==> config.mk <==
export PLATFORM = sky130hd
export DESIGN_NAME = mem_io_sequencer_flat
export DESIGN_NICKNAME = d
export VERILOG_FILES = /design/src/rtl/mem_io_sequencer_if.sv /design/src/rtl/mem_io_sequencer.sv /design/src/flat_wrapper.sv
export SDC_FILE = /design/constraint.sdc
export NUM_CORES = 1
export LEC_CHECK = 0
export ABC_AREA = 0
export BUFFER_PORTS_ARGS = -buffer_cell sky130_fd_sc_hd__buf_2
export CORE_MARGIN = 2
export CORE_UTILIZATION = 55
export CTS_BUF_LIST = sky130_fd_sc_hd__clkbuf_4 sky130_fd_sc_hd__clkbuf_8 sky130_fd_sc_hd__clkbuf_16
export DETAILED_ROUTE_END_ITERATION = 10
export PLACE_DENSITY_LB_ADDON = 0.15
export SYNTH_ARGS = -nofsm -noshare
export SYNTH_HDL_FRONTEND = slang
export SYNTH_SLANG_ARGS = --single-unit
==> constraint.sdc <==
create_clock -name clk -period 21.7 [get_ports clk]
set_clock_uncertainty 0.05 [all_clocks]
set_input_delay 3.255 -clock clk [delete_from_list [all_inputs] [get_ports clk]]
set_output_delay 3.255 -clock clk [all_outputs]
set_load 0.01 [all_outputs]
==> src/rtl/mem_io_sequencer_if.sv <==
// HPS memory I/O export channel plus kernel stream and status, bundled for the sequencer.
// The slave modport is the sequencer's view; master is the HPS/kernel side.
interface mem_io_sequencer_if #(
   parameter int LEN_W = 16
) ();
   logic [31:0]      ctrl_data;
   logic             ctrl_set;
   logic [127:0]     in_data;
   logic             in_set;
   logic [127:0]     out_data;
   logic             out_set;
   logic             out_waitrequest;
   logic [127:0]     k_in_data;
   logic             k_in_valid;
   logic             k_in_ready;
   logic [127:0]     k_out_data;
   logic             k_out_valid;
   logic             k_out_ready;
   logic             busy;
   logic             done;
   logic             overflow;
   logic [LEN_W-1:0] beat_count;

   modport slave (
      input  ctrl_data, ctrl_set, in_data, in_set, out_waitrequest,
             k_in_ready, k_out_data, k_out_valid,
      output out_data, out_set, k_in_data, k_in_valid, k_out_ready,
             busy, done, overflow, beat_count
   );

   modport master (
      output ctrl_data, ctrl_set, in_data, in_set, out_waitrequest,
             k_in_ready, k_out_data, k_out_valid,
      input  out_data, out_set, k_in_data, k_in_valid, k_out_ready,
             busy, done, overflow, beat_count
   );
endinterface

==> src/rtl/mem_io_sequencer.sv <==
// Fabric-side sequencer: decodes HPS control words, buffers input beats in a FWFT FIFO,
// feeds a compute kernel and returns its results through a one-entry output register.
module mem_io_sequencer #(
   parameter int FIFO_DEPTH = 8,
   parameter int LEN_W      = 16
) (
   input logic                clk,
   input logic                reset,
   mem_io_sequencer_if.slave  io
);
   localparam int PTR_W = $clog2(FIFO_DEPTH);
   localparam int CNT_W = PTR_W + 1;
   localparam logic [3:0] OP_SET_LEN = 4'h1;
   localparam logic [3:0] OP_START   = 4'h2;
   localparam logic [3:0] OP_ABORT   = 4'h3;

   typedef enum logic [1:0] {S_IDLE, S_RUN, S_FLUSH, S_DONE} state_t;

   state_t           state_q, state_d;
   logic [LEN_W-1:0] len_q, len_d;
   logic [LEN_W-1:0] in_count_q, in_count_d;
   logic [LEN_W-1:0] beat_count_q, beat_count_d;
   logic             overflow_q, overflow_d;
   logic             busy_q, busy_d;
   logic             done_q, done_d;
   logic             out_set_q, out_set_d;
   logic [127:0]     out_data_q, out_data_d;
   logic [PTR_W-1:0] wr_ptr_q, wr_ptr_d;
   logic [PTR_W-1:0] rd_ptr_q, rd_ptr_d;
   logic [CNT_W-1:0] count_q, count_d;
   logic [127:0]     mem [FIFO_DEPTH];

   logic [3:0] opcode;
   logic       idle_or_done, do_set_len, do_start, do_abort;
   logic       k_in_valid, k_out_ready, push, pop, load, xfer;
   logic       unused_ctrl;

   // Only the low LEN_W argument bits carry meaning.
   assign unused_ctrl = ^io.ctrl_data;

   assign opcode       = io.ctrl_data[31:28];
   assign idle_or_done = (state_q == S_IDLE) || (state_q == S_DONE);
   assign do_set_len   = io.ctrl_set && (opcode == OP_SET_LEN) && idle_or_done;
   assign do_start     = io.ctrl_set && (opcode == OP_START) && idle_or_done;
   assign do_abort     = io.ctrl_set && (opcode == OP_ABORT) && (state_q == S_RUN);

   assign k_in_valid  = (count_q != '0) && (state_q == S_RUN);
   assign k_out_ready = (state_q == S_RUN) && (!out_set_q || !io.out_waitrequest);
   assign pop         = k_in_valid && io.k_in_ready;
   assign load        = io.k_out_valid && k_out_ready;
   assign xfer        = out_set_q && !io.out_waitrequest;
   assign push        = io.in_set && (state_q == S_RUN) &&
                        (count_q != CNT_W'(FIFO_DEPTH)) && (in_count_q < len_q);

   always_comb begin
      // NOTE: every _d starts from its _q so no path through this block can infer a latch.
      state_d      = state_q;
      len_d        = len_q;
      in_count_d   = in_count_q;
      beat_count_d = beat_count_q;
      overflow_d   = overflow_q;
      out_set_d    = out_set_q;
      out_data_d   = out_data_q;
      wr_ptr_d     = wr_ptr_q;
      rd_ptr_d     = rd_ptr_q;
      count_d      = count_q;

      if (push) begin
         wr_ptr_d   = wr_ptr_q + PTR_W'(1);
         in_count_d = in_count_q + LEN_W'(1);
      end
      if (pop) rd_ptr_d = rd_ptr_q + PTR_W'(1);
      unique case ({push, pop})
         2'b10:   count_d = count_q + CNT_W'(1);
         2'b01:   count_d = count_q - CNT_W'(1);
         default: count_d = count_q;
      endcase
      if (io.in_set && !push) overflow_d = 1'b1;

      if (load) begin
         out_data_d = io.k_out_data;
         out_set_d  = 1'b1;
      end else if (xfer) begin
         out_set_d  = 1'b0;
      end
      if (xfer && (beat_count_q < len_q)) beat_count_d = beat_count_q + LEN_W'(1);

      if (do_set_len) len_d = io.ctrl_data[LEN_W-1:0];

      unique case (state_q)
         S_RUN: begin
            if (do_abort) begin
               state_d  = S_FLUSH;
               wr_ptr_d = '0;
               rd_ptr_d = '0;
               count_d  = '0;
            end else if (xfer && (beat_count_d == len_q)) begin
               state_d = S_DONE;
            end
         end
         // The pending result is still allowed to drain to the HPS before going idle.
         S_FLUSH: if (!out_set_q) state_d = S_IDLE;
         default: ;
      endcase

      // START's clear wins over a beat dropped in the same cycle.
      if (do_start) begin
         state_d      = (len_q == '0) ? S_DONE : S_RUN;
         in_count_d   = '0;
         beat_count_d = '0;
         overflow_d   = 1'b0;
      end
   end

   assign busy_d = (state_d == S_RUN) || (state_d == S_FLUSH);
   assign done_d = (state_d == S_DONE);

   always_ff @(posedge clk) begin
      // NOTE: non-blocking assignments keep every flop sampling pre-edge values.
      if (reset) begin
         state_q      <= S_IDLE;
         len_q        <= '0;
         in_count_q   <= '0;
         beat_count_q <= '0;
         overflow_q   <= 1'b0;
         busy_q       <= 1'b0;
         done_q       <= 1'b0;
         out_set_q    <= 1'b0;
         out_data_q   <= '0;
         wr_ptr_q     <= '0;
         rd_ptr_q     <= '0;
         count_q      <= '0;
      end else begin
         state_q      <= state_d;
         len_q        <= len_d;
         in_count_q   <= in_count_d;
         beat_count_q <= beat_count_d;
         overflow_q   <= overflow_d;
         busy_q       <= busy_d;
         done_q       <= done_d;
         out_set_q    <= out_set_d;
         out_data_q   <= out_data_d;
         wr_ptr_q     <= wr_ptr_d;
         rd_ptr_q     <= rd_ptr_d;
         count_q      <= count_d;
      end
   end

   // NOTE: FIFO storage has no reset; the occupancy counter alone decides what is valid.
   always_ff @(posedge clk) begin
      if (push) mem[wr_ptr_q] <= io.in_data;
   end

   assign io.k_in_data   = mem[rd_ptr_q];
   assign io.k_in_valid  = k_in_valid;
   assign io.k_out_ready = k_out_ready;
   assign io.out_data    = out_data_q;
   assign io.out_set     = out_set_q;
   assign io.busy        = busy_q;
   assign io.done        = done_q;
   assign io.overflow    = overflow_q;
   assign io.beat_count  = beat_count_q;
endmodule

==> src/flat_wrapper.sv <==
// flat-port wrapper written by rule: the top's interface ports become plain ports
module mem_io_sequencer_flat 
#(
   parameter int FIFO_DEPTH = 8,
   parameter int LEN_W      = 16
)
  (clk, reset, io_ctrl_data, io_ctrl_set, io_in_data, io_in_set, io_out_waitrequest, io_k_in_ready, io_k_out_data, io_k_out_valid, io_out_data, io_out_set, io_k_in_data, io_k_in_valid, io_k_out_ready, io_busy, io_done, io_overflow, io_beat_count);
  mem_io_sequencer_if #(.LEN_W(LEN_W)) io_i ();
  input logic clk;
  input logic reset;
  input wire logic [$bits(io_i.ctrl_data)-1:0] io_ctrl_data;
  input wire logic [$bits(io_i.ctrl_set)-1:0] io_ctrl_set;
  input wire logic [$bits(io_i.in_data)-1:0] io_in_data;
  input wire logic [$bits(io_i.in_set)-1:0] io_in_set;
  input wire logic [$bits(io_i.out_waitrequest)-1:0] io_out_waitrequest;
  input wire logic [$bits(io_i.k_in_ready)-1:0] io_k_in_ready;
  input wire logic [$bits(io_i.k_out_data)-1:0] io_k_out_data;
  input wire logic [$bits(io_i.k_out_valid)-1:0] io_k_out_valid;
  output wire logic [$bits(io_i.out_data)-1:0] io_out_data;
  output wire logic [$bits(io_i.out_set)-1:0] io_out_set;
  output wire logic [$bits(io_i.k_in_data)-1:0] io_k_in_data;
  output wire logic [$bits(io_i.k_in_valid)-1:0] io_k_in_valid;
  output wire logic [$bits(io_i.k_out_ready)-1:0] io_k_out_ready;
  output wire logic [$bits(io_i.busy)-1:0] io_busy;
  output wire logic [$bits(io_i.done)-1:0] io_done;
  output wire logic [$bits(io_i.overflow)-1:0] io_overflow;
  output wire logic [$bits(io_i.beat_count)-1:0] io_beat_count;
  assign io_i.ctrl_data = io_ctrl_data;
  assign io_i.ctrl_set = io_ctrl_set;
  assign io_i.in_data = io_in_data;
  assign io_i.in_set = io_in_set;
  assign io_i.out_waitrequest = io_out_waitrequest;
  assign io_i.k_in_ready = io_k_in_ready;
  assign io_i.k_out_data = io_k_out_data;
  assign io_i.k_out_valid = io_k_out_valid;
  assign io_out_data = io_i.out_data;
  assign io_out_set = io_i.out_set;
  assign io_k_in_data = io_i.k_in_data;
  assign io_k_in_valid = io_i.k_in_valid;
  assign io_k_out_ready = io_i.k_out_ready;
  assign io_busy = io_i.busy;
  assign io_done = io_i.done;
  assign io_overflow = io_i.overflow;
  assign io_beat_count = io_i.beat_count;
  mem_io_sequencer #(.FIFO_DEPTH(FIFO_DEPTH), .LEN_W(LEN_W)) u_core (.clk(clk), .reset(reset), .io(io_i));
endmodule
==> metrics.md <==
| Metric | Value |
|---|---|
| Worst setup path startpoint | u_core.rd_ptr_q[0]$_SDFF_PP0_ |
| Most common cell after layout, fill and taps aside | sky130_fd_sc_hd__edfxtp_1 |
| Final clock period utilization by the worst path | 0.340 |
| Status | finished clean |
| Global-route usage over all layers | 0.247 |
| Fin. max-slew vios | 0 |
| Endpoint required time on the critical path | 18400 ps |
| Height of the chip | about 300 um |
| DRC | 0 |
| Die ar. | 87600 um^2 |
| Total Power Consumption | ~4.7 mW |
| Clock latency on the worst-skew pair | between 600 and 700 ps |
| Area fraction in compound gates after synthesis | 0.0286 |
| H-Tree Depth | 3 |
| Post-route minimum period | 7380 ps |
| Area fraction in and, or, nand and nor cells after synthesis | 0.0427 |
| Initial antenna violation count | 29 |
| RSZ-0062 raised after global routing | false |
| Slew margin rel. | 0.264 |
| Main combinational cell family by area after synthesis | multiplexers |
| Average vias per placed instance | 5.77 |
| Cts bufs inserted | between 100 and 150 |
| Min-delay worst type | reg2reg |
| Number of maximum-capacitance constraint violations | 0 |
| Post-Syn Area per Cell | 18.5 um^2 |
| Share of the yosys chip area belonging to registers | 0.738 |
| Post-cts resize count | 0 |
| Final-layout fill cell count | 5947 |
| Net count of the finished layout | 3457 |
| Reg2reg start | u_core.len_q[13]$_SDFFE_PP0P_ |
| Post-synthesis share of cell area spent on xor and xnor gates | 0.00739 |
| First-pass GRT wire length | ~160 mm |
| Data arrival, critical path | between 4000 and 5000 ps |
| Number of enable-type register cells in the synthesized netlist | 1024 |
| Core ar. | 84700 um^2 |
| Endpoint kind of the worst setup timing path | output pin |
| Max frequency | 135 MHz |
| Reg2reg path depth | 12 |
| Buffer depth of the longest clock path | 3 |
| DRC violation total after the first TritonRoute iteration | 1745 |
| Layout overhead on the synthesized area | 16.9% |
| Type of element launching the critical path | register |
| Hold-fix buffers at CTS | 0 |
| Length of the first detailed-routing pass in iterations | 5 |
| Startpoint-to-endpoint class of the critical path | reg2out |
| Port bufs | 560 |
| Setup Viol. Count Final | 0 |
| Clock input transition at the sequential cells of the worst setup and hold paths | 60 ps |
| IR Drop Worst-Case VDD | 0.0792 mV |
| Highest-count cells in the layout ignoring fill and taps | sky130_fd_sc_hd__edfxtp_1 (1024), sky130_fd_sc_hd__buf_2 (559), sky130_fd_sc_hd__nand2_1 (285) |
| Leakage power | 18.5 nW |
| Area of combinational cells with multiple inputs | 11700 um^2 |
| Weighted congestion reported at the end of routability-driven placement | about 0.88 |
| Via count | 25200 |
| Largest net degree at the start of global routing | 150 |
| Cell chosen for the clock root | sky130_fd_sc_hd__clkbuf_16 |
| Number of nets in the synthesized netlist | ~2900 |
| Post-detailed-placement half-perimeter wirelength | 67.0 mm |
| Share of flip-flops with an asynchronous set or reset | 0 |
| Effective utilization at floorplan | 0.553 |
| Setup slack of the worst register-to-register path | between 15000 and 20000 ps |
| Count of different cell masters after synthesis | 78 |
| Actual transition at the worst max-transition pin | ~1100 ps |
| Hold Vio Cnt, Final | 0 |
| Worst flop-to-flop path endpoint | u_core.mem[7][52]$_DFFE_PP_ |
| HP Start | u_core.io.out_data[1]$_SDFFE_PP0P_ |
| Share of cell area taken by muxes after synthesis | 0.159 |
| Flip-flop cell with the highest count after synthesis | sky130_fd_sc_hd__edfxtp_1 |
| Synth Area in Adders | 0.0111 |
| Worst hold stages | 2 |
| Register area | 34600 um^2 |
| Chip Width | 296 um |
| Worst Hold Endpoint | u_core.io.out_data[1]$_SDFFE_PP0P_ |
| Count of clock tree sinks | approximately 1200 |
| Number of warning messages in the yosys log | 0 |
| TNS Setup | 0 ps |
| Via count of the first global-routing pass | 25500 |
| Wire length per cell after detailed routing | 25.1 um |
| Total Routed Length | 110 mm |
| GRT overflow | 0 |
| Peak fanout along the critical path | 116 |
| Power Dens Cells | 85.2 nW/um^2 |
| Syn Std Cell Area | 46900 um^2 |
| Ratio of cells with drive above 1 in the final layout | 0.380 |
| Number of synthesized register bits | roughly 1200 |
| Clock tree from TritonCTS | yes |
| Number of buffers inserted to repair setup after CTS | 0 |
| Synth Instances | 2529 |
| I/O pins | around 570 |
| Cell Rows | 107 |
| Post-detailed-route count of antenna-violating nets | 0 |
==> registers in the layout, indices dropped and copies added, names as in the netlist <==
signal,count
u_core.mem,1024
u_core.io.out_data,128
u_core.in_count_q,16
u_core.io.beat_count,16
u_core.len_q,16
u_core.count_q,4
u_core.rd_ptr_q,3
u_core.wr_ptr_q,3
u_core.state_q,2
u_core.io.busy,1
u_core.io.done,1
u_core.io.out_set,1
u_core.io.overflow,1
==> worst max-delay path, cell delays in order (launching register included) <==
cell	delay, ps
sky130_fd_sc_hd__dfxtp_4	670
sky130_fd_sc_hd__buf_12	730
sky130_fd_sc_hd__buf_4	780
sky130_fd_sc_hd__mux4_2	590
sky130_fd_sc_hd__mux2_2	270
sky130_fd_sc_hd__buf_2	190
==> cells by family (layout without fill, tap and decap cells) <==
family	Yosys count	count (layout)
multiplexers	407	407
adder cells (fa/ha/maj)	41	41
other	0	9
AO/OA/AOI/OAI	224	224
buffers and inverters	157	845
flip-flops	1216	1216
XOR/XNOR	38	38
AND/OR/NAND/NOR	446	446
==> cell usage after synthesis (all sizes together) (22+ instances only) <==
library cell | n | share of area
a21oi | 159 | 0.017
buf | 39 | 0.0035
clkbuf | 93 | 0.0079
dfxtp | 192 | 0.082
edfxtp | 1024 | 0.66
ha | 40 | 0.011
inv | 25 | 0.0020
mux2 | 129 | 0.031
mux2i | 22 | 0.0047
mux4 | 256 | 0.12
nand2 | 286 | 0.023
nor2 | 65 | 0.0053
xor2 | 23 | 0.0043
==> worst max-delay path by stage <==
| stage | end | cells after the start | slack, ps |
|---|---|---|---|
| floorplan | u_core.mem[2][0]$_DFFE_PP_ | 7 | 3150 |
| global route | io_k_in_data[125] | 5 | 13920 |
| CTS | io_k_in_data[125] | 5 | 14110 |
| finish | io_k_in_data[125] | 5 | 14320 |
| detailed placement | io_k_out_ready | 4 | 14520 |
| global placement | io_k_out_ready | 4 | 14560 |
==> routing by layer <==
layer / GRT usage / part of all wire / wire length [um]
met1: 0.323 / 0.39 / 43200
met2: 0.409 / 0.49 / 54200
met3: 0.0595 / 0.077 / 8450
met4: 0.0852 / 0.032 / 3480
met5: 0 / 0.0016 / 170
==> report_power, final <==
group,internal [mW],switching (mW)
clock,1.14,0.829
combinational,0.0516,0.0937
sequential,2.55,0.00866
total,3.74,0.931
==> cell type report <==
| type | instances | area share |
|---|---|---|
| flip-flops and latches | 1216 | 0.631 |
| repair buffers | 604 | 0.0577 |
| multi-input cells | 1156 | 0.214 |
| well taps | 1144 | 0.0261 |
| diodes | 9 | 0.000411 |
| inverters | 25 | 0.00171 |
| clock inverters | 48 | 0.00653 |
| clock buffers | 168 | 0.0624 |
==> per-stage QoR <==
stage               setup WS [ps]  cells  area (um^2)  hold slack [ps]  utilization
CTS                         14110   4361        54800              405        0.646
finish                      14320   4370        54800              401        0.647
floorplan                    3150   2529        46900              406            -
global placement            14560   4145        51000              389        0.602
detailed placement          14520   4145        51000              395        0.602
global route                13920   4366        54800              422        0.647
Note: power is estimated with default switching activity, not from simulation.
